--- src/rtl/pipe_stage_reg.sv ---
`timescale 1ns/1ps
`default_nettype none
// ============================================================================
// Module      : pipe_stage_reg
// Description : Pipeline stage register with valid/ready handshake,
//               synchronous flush and a saturating stall-cycle counter.
//               Optional feature macro: PIPE_STAGE_REG_SKID_EN
//                 defined   -> EMPTY/FULL/SKID machine, registered in_ready
//                 undefined -> EMPTY/FULL machine,
//                              in_ready = !out_valid | out_ready
// Revision    : 1.0 - initial release
// ============================================================================
module pipe_stage_reg #(
    parameter int unsigned      WIDTH     = 32,
    parameter logic [WIDTH-1:0] RESET_VAL = {WIDTH{1'b0}}
) (
    input  logic             clk,
    input  logic             rst_n,
    input  logic             flush,
    input  logic             in_valid,
    output logic             in_ready,
    input  logic [WIDTH-1:0] in_data,
    output logic             out_valid,
    input  logic             out_ready,
    output logic [WIDTH-1:0] out_data,
    output logic [15:0]      stall_count
);

    localparam logic [15:0] STALL_MAX = 16'hFFFF;

    typedef enum logic [1:0] {
        ST_EMPTY = 2'd0,
        ST_FULL  = 2'd1,
        ST_SKID  = 2'd2
    } state_t;

    state_t           state_q;
    state_t           state_d;
    logic [WIDTH-1:0] main_q;
    logic [WIDTH-1:0] main_d;
    logic             out_valid_q;
    logic             out_valid_d;
    logic [15:0]      stall_q;
    logic [15:0]      stall_d;

    logic             w_in_xfer;
    logic             w_out_xfer;

`ifdef PIPE_STAGE_REG_SKID_EN
    // Second entry slot catches the one input accepted while downstream stalls.
    logic [WIDTH-1:0] skid_q;
    logic [WIDTH-1:0] skid_d;
    logic             in_ready_q;
    logic             in_ready_d;

    assign in_ready = in_ready_q;
`else
    // Single slot: space exists when empty or when the held entry leaves now.
    assign in_ready = !out_valid_q | out_ready;
`endif

    assign w_in_xfer   = in_valid & in_ready;
    assign w_out_xfer  = out_valid_q & out_ready;

    assign out_valid   = out_valid_q;
    assign out_data    = main_q;
    assign stall_count = stall_q;

    // Next-state and datapath selection; flush overrides every handshake.
    always_comb begin
        state_d = state_q;
        main_d  = main_q;
`ifdef PIPE_STAGE_REG_SKID_EN
        skid_d  = skid_q;
`endif
        if (flush) begin
            // Data registers keep their contents, only occupancy is dropped.
            state_d = ST_EMPTY;
        end else begin
            case (state_q)
                ST_EMPTY: begin
                    if (w_in_xfer) begin
                        main_d  = in_data;
                        state_d = ST_FULL;
                    end
                end
                ST_FULL: begin
                    if (w_in_xfer && w_out_xfer) begin
                        main_d = in_data;
                    end else if (w_out_xfer) begin
                        state_d = ST_EMPTY;
                    end
`ifdef PIPE_STAGE_REG_SKID_EN
                    else if (w_in_xfer) begin
                        skid_d  = in_data;
                        state_d = ST_SKID;
                    end
`endif
                end
`ifdef PIPE_STAGE_REG_SKID_EN
                ST_SKID: begin
                    if (w_out_xfer) begin
                        main_d  = skid_q;
                        state_d = ST_FULL;
                    end
                end
`endif
                default: begin
                    state_d = ST_EMPTY;
                end
            endcase
        end
    end

    // Handshake outputs are precomputed from the next state so they leave flops.
    always_comb begin
        out_valid_d = (state_d != ST_EMPTY);
`ifdef PIPE_STAGE_REG_SKID_EN
        in_ready_d  = (state_d != ST_SKID);
`endif
    end

    // Stall counter: counts cycles the held entry is refused, saturating.
    always_comb begin
        stall_d = stall_q;
        if (out_valid_q && !out_ready && (stall_q != STALL_MAX)) begin
            stall_d = stall_q + 16'd1;
        end
    end

    // State, main data, valid and stall counter registers.
    always_ff @(posedge clk or negedge rst_n) begin
        if (!rst_n) begin
            state_q     <= ST_EMPTY;
            main_q      <= RESET_VAL;
            out_valid_q <= 1'b0;
            stall_q     <= 16'd0;
        end else begin
            state_q     <= state_d;
            main_q      <= main_d;
            out_valid_q <= out_valid_d;
            stall_q     <= stall_d;
        end
    end

`ifdef PIPE_STAGE_REG_SKID_EN
    // Skid data and registered ready.
    always_ff @(posedge clk or negedge rst_n) begin
        if (!rst_n) begin
            skid_q     <= RESET_VAL;
            in_ready_q <= 1'b1;
        end else begin
            skid_q     <= skid_d;
            in_ready_q <= in_ready_d;
        end
    end
`endif

endmodule

`default_nettype wire

--- config.mk ---
export PLATFORM = sky130hd
export DESIGN_NAME = pipe_stage_reg
export DESIGN_NICKNAME = d
export VERILOG_FILES = /design/src/rtl/pipe_stage_reg.sv
export SDC_FILE = /design/constraint.sdc
export NUM_CORES = 1
export LEC_CHECK = 0
export ABC_CLOCK_PERIOD_IN_PS = 1690
export CAP_MARGIN = 10
export CORE_ASPECT_RATIO = 1.25
export CORE_MARGIN = 4
export CORE_UTILIZATION = 38
export DETAILED_ROUTE_END_ITERATION = 10
export GPL_ROUTABILITY_DRIVEN = 1
export GPL_TIMING_DRIVEN = 1
export PLACE_DENSITY = 0.8
export SETUP_SLACK_MARGIN = 0.3
export SLEW_MARGIN = 0
export SYNTH_ARGS = -nofsm -noshare
export SYNTH_HDL_FRONTEND = slang
export SYNTH_SLANG_ARGS = --single-unit
export TNS_END_PERCENT = 100
--- constraint.sdc ---
create_clock -name clk -period 1.69 [get_ports clk]
set_input_delay 0.338 -clock clk [delete_from_list [all_inputs] [get_ports clk]]
set_output_delay 0.338 -clock clk [all_outputs]
set_load 0.02 [all_outputs]
# == After elaboration in Yosys (flattened, before gate mapping) ==
# Index checks and enable logic that the tools add are counted.
# totals
reg_bits,51
in_bits,37
output_inout_bits,50
word_cells,30
# classes
n_addsub,1
eq_ne,4
mux,8
n_bitwise,4
reduce_logical,9
# ops
cell,n
32-bit 2-to-1 mux,2
32-bit case mux with 2 select lines,1
16-bit by 1-bit adder with 16-bit output (second input constant),1
16-bit inequality test (second input constant),1
2-bit 2-to-1 mux,4
2-bit inequality test (second input constant),2
2-bit case mux with 2 select lines,1
4-bit AND reduction,1
2-bit nonzero test,2
1-bit logical AND,3
1-bit bitwise AND,2
2-bit by 1-bit equality test with 1-bit output (second input constant),1
1-bit logical NOT,2
2-bit logical NOT,1
1-bit inverter,1
1-bit OR,1

# == Logic depth before layout (Yosys ltp) ==
# logic_depth
word_depth,8
ltp_mapped,5
mapped_depth_nobuf,5

# == Worst setup path before layout ==
# Ideal clock, no wire load.
# synth_timing
kind,register to register
start,register stall_q[0] (netlist: stall_count[0])
end,register stall_q[1] (netlist: stall_count[1])
setup_time_ps,125
arrival_time_ps,1567
t_required_ps,1565
path_slack_ps,-2
path_stages_with_launch,5
n_path_buf,0
period_less_slack_ps,1692
path_cell_list,dfrtp_1 > ha_1 > and4_4 > a41oi_4 > mux2_2
# synth_between
elab_chain_len,2
elab_cells_between_ends,3
cone_classes,add/sub: 1; eq/ne: 1; reduce/logical: 1
# synth_rtl
element,line_no,rtl
"start, declared",43,logic [15:0] stall_q;
"start signal, assigned",142,stall_q <= stall_d;
branches (longest 2 deep; another with 16-bit by 1-bit adder with 16-bit output),n/a,
# Parallel ways; which one is timed is not known.
# A chain may end at the register's enable or synchronous reset.

# == Final worst setup path ==
# layout_timing
start,register stall_q[1] (netlist: stall_count[1])
end,register stall_q[6] (netlist: stall_count[6])
# The elaborated chain is that of the path after synthesis.

==> results_dict.tcl <==
set metrics [dict create \
    cp-start-kind "flop" \
    timing.final.crit_share_pct 91.7 \
    ant_nets 0 \
    synth-seq-cells 51 \
    reg2reg_from "stall_count[1]" \
    regToRegSetupSlack_ns 0.14 \
    cts_tree "done" \
    worst-setup-path-type "reg -> reg" \
    cp_slowest_cell "dfrtp_2" \
    dpl.hpwl_um 3550 \
    synth_cells 147 \
    critPathArrivalTime_ns 1.77 \
    slowest_delay_ns 0.44 \
    drive_above_1_share_pct 42.2 \
    diodes 0 \
    r2r_cells 6 \
    seq_power_share_pct 44.0 \
    syn-num-nets 185 \
    power_mw 3.61 \
    cp_top_family "flip-flops" \
    dr.pass1.iters 4 \
    ir_drop_mv 0.661 \
    grt_pass1_wl_um 7850 \
    layout_setup_ws_ns 0.140 \
    ctsRootBufferMaster "clkbuf_8" \
    p_int_mw 2.52 \
    gp_congestion 0.811 \
    global_route.usage.total_pct 15.0 \
    cts.sinks 51 \
    cap_violations 0 \
    cp.depth 6 \
    yosys_warnings 0 \
    clk_latency_ns 0.30 \
    area_delta_synth_final_pct 64.6 \
    period_minus_slack_ns 1.55 \
    cp.required_ns 1.91 \
    initial_core_util_pct 39.1 \
    drt-vias-per-instance 4.91 \
    critPathBufInv 1 \
    antenna_found_initial 0 \
    fillers 442 \
    fmax_ghz 0.645 \
    rsz0062_at_grt "yes" \
    fin_tns_setup_ns 0 \
    dpl.cell_count 301 \
    rows 30 \
    p_per_area_nw_per_um2 1030 \
    grt_start_max_net_pins 52 \
    layout.cells.non_filler 332 \
    finClkSkew_ns 0.00401 \
    clk_path_buf_depth 2 \
    outcome "completed" \
    pre_cts_ws_ns -0.211 \
    p_sw_share_pct 30.2 \
    reg2reg_to "stall_count[6]" \
    crit_chain "ha_4, and4_4, a41oi_4, buf_4, nand3_2, xnor2_1" \
    io_buffers 86 \
    layout_commonest_cell "dfrtp_1" \
    syn-cell-area_um2 2130 \
    holdWs_ns 0.00646 \
    nets 305 \
    p_clk_share_pct 24.4 \
    drv_slew 0 \
    p_sw_mw 1.09 \
    leakage_nw 1.60 \
    core_area_um2 5440 \
    ctsHtreeMaxLevel 2 \
    via_count 1629 \
    clk_pin_slew_worst_paths_ns 0.09 \
    numCtsBuffers 5 \
    drt_iter0_drc 59 \
    drc_errors 0 \
    fin_util_pct 64.3 \
    grt-ovfl-total 0 \
    die_w_um 74.9 \
    final_area_um2 3500 \
    endpoint_kind "flop" \
    finalHoldViolations 0 \
    io_pins 87 \
    routedWlPerCell_um 15.7 \
    startpoint "stall_count[1]" \
    worstPathMaxFanout 6 \
    ys_types 28 \
    ys_seq_area_share_pct 60.0 \
    dpl_cell_area_um2 3160 \
    die_h_um 91.6 \
    grt_pass1_vias 1603 \
    synth_area_per_cell_um2 14.5 \
    die_area_um2 6870 \
    final_cell_mix "42 x dfrtp_1, 33 x clkdlybuf4s50_1, 31 x dlygate4sd2_1" \
    hold_class "in -> async" \
    power_frac_comb_pct 31.6 \
    setup_viol 0 \
    finalWirelength_um 5210 \
]
synth_stat cells, drive strengths merged:
cell,instances,area (um^2)
o21ai,3,15.0
nand3,4,20.0
nor2b,1,6.26
and2,1,6.26
ha,1,12.5
o2111ai,1,15.0
xor2,3,26.3
nor4,1,12.5
inv,1,3.75
mux2,34,383
nand2,7,26.3
nor2,5,18.8
and4,3,28.8
and3,2,13.8
conb,1,3.75
nand3b,1,20.0
nand2b,1,13.8
nor3,2,15.0
xnor2,10,87.6
nand4,9,56.3
dfrtp,51,1280
buf,3,33.8
a21oi,1,5.00
a41oi,1,27.5
final cells by class:
| class | instances | area (um^2) | share of cell area, % |
|---|---|---|---|
| clock inverter | 2 | 35.0 | 1.00 |
| tap | 64 | 80.1 | 2.29 |
| sequential | 51 | 1290 | 36.8 |
| clock buffer | 6 | 82.6 | 2.36 |
| multi-input combinational | 92 | 892 | 25.5 |
| inverter | 1 | 3.75 | 0.107 |
| timing repair buffer | 116 | 1120 | 32.0 |
power by group through the flow:
| stage | registers (mW) | clock network, mW | logic, mW |
|---|---|---|---|
| detailed placement | 1.64 | 0 | 1.17 |
| global placement | 1.63 | 0 | 1.15 |
| floorplan | 1.90 | 0 | 0.260 |
| global route | 1.62 | 0.960 | 1.22 |
| finish | 1.59 | 0.883 | 1.14 |
| CTS | 1.60 | 0.904 | 1.12 |
logic make-up (layout without fill, tap and decap cells):
logic type | after synthesis | in the layout | synth area share [%]
adders and majority gates | 1 | 1 | 0.588
AOI/OAI and AO/OA | 6 | 6 | 2.94
xor gates and xnor gates | 13 | 13 | 5.35
and+or+nand+nor | 37 | 37 | 11.2
buffers and inverters | 4 | 125 | 1.76
muxes | 34 | 34 | 18.0
other | 1 | 1 | 0.176
DFF | 51 | 51 | 60.0
timing repair:
| action | in CTS | in global routing |
|---|---|---|
| cloned | 2 | 0 |
| endpoints found under the setup margin | 95 | 65 |
| setup buffers | 7 | 14 |
| hold buffers | 0 | 0 |
| pin swaps | 9 | 3 |
| gates resized for setup | 92 | 25 |
how the worst max path moves through the flow:
stage	endpoint	slack, ns
floorplan	stall_count[1]	0.19
global placement	in_ready	-0.21
detailed placement	in_ready	-0.21
CTS	in_ready	0.15
global route	stall_count[6]	0.07
finish	stall_count[6]	0.14
metal layers:
metal	share of wire, %	up-vias	track usage [%]
li1	-	766	-
met1	38	802	17.5
met2	53	54	25.9
met3	7.0	7	3.18
met4	2.2	0	5.93
met5	0	-	0
sequential cells by signal, indices dropped and copies added, names as in the netlist:
name,flops
out_valid,1
out_data,32
stall_count,16
state_q,2
No activity file was read; power rests on OpenSTA's default activity.
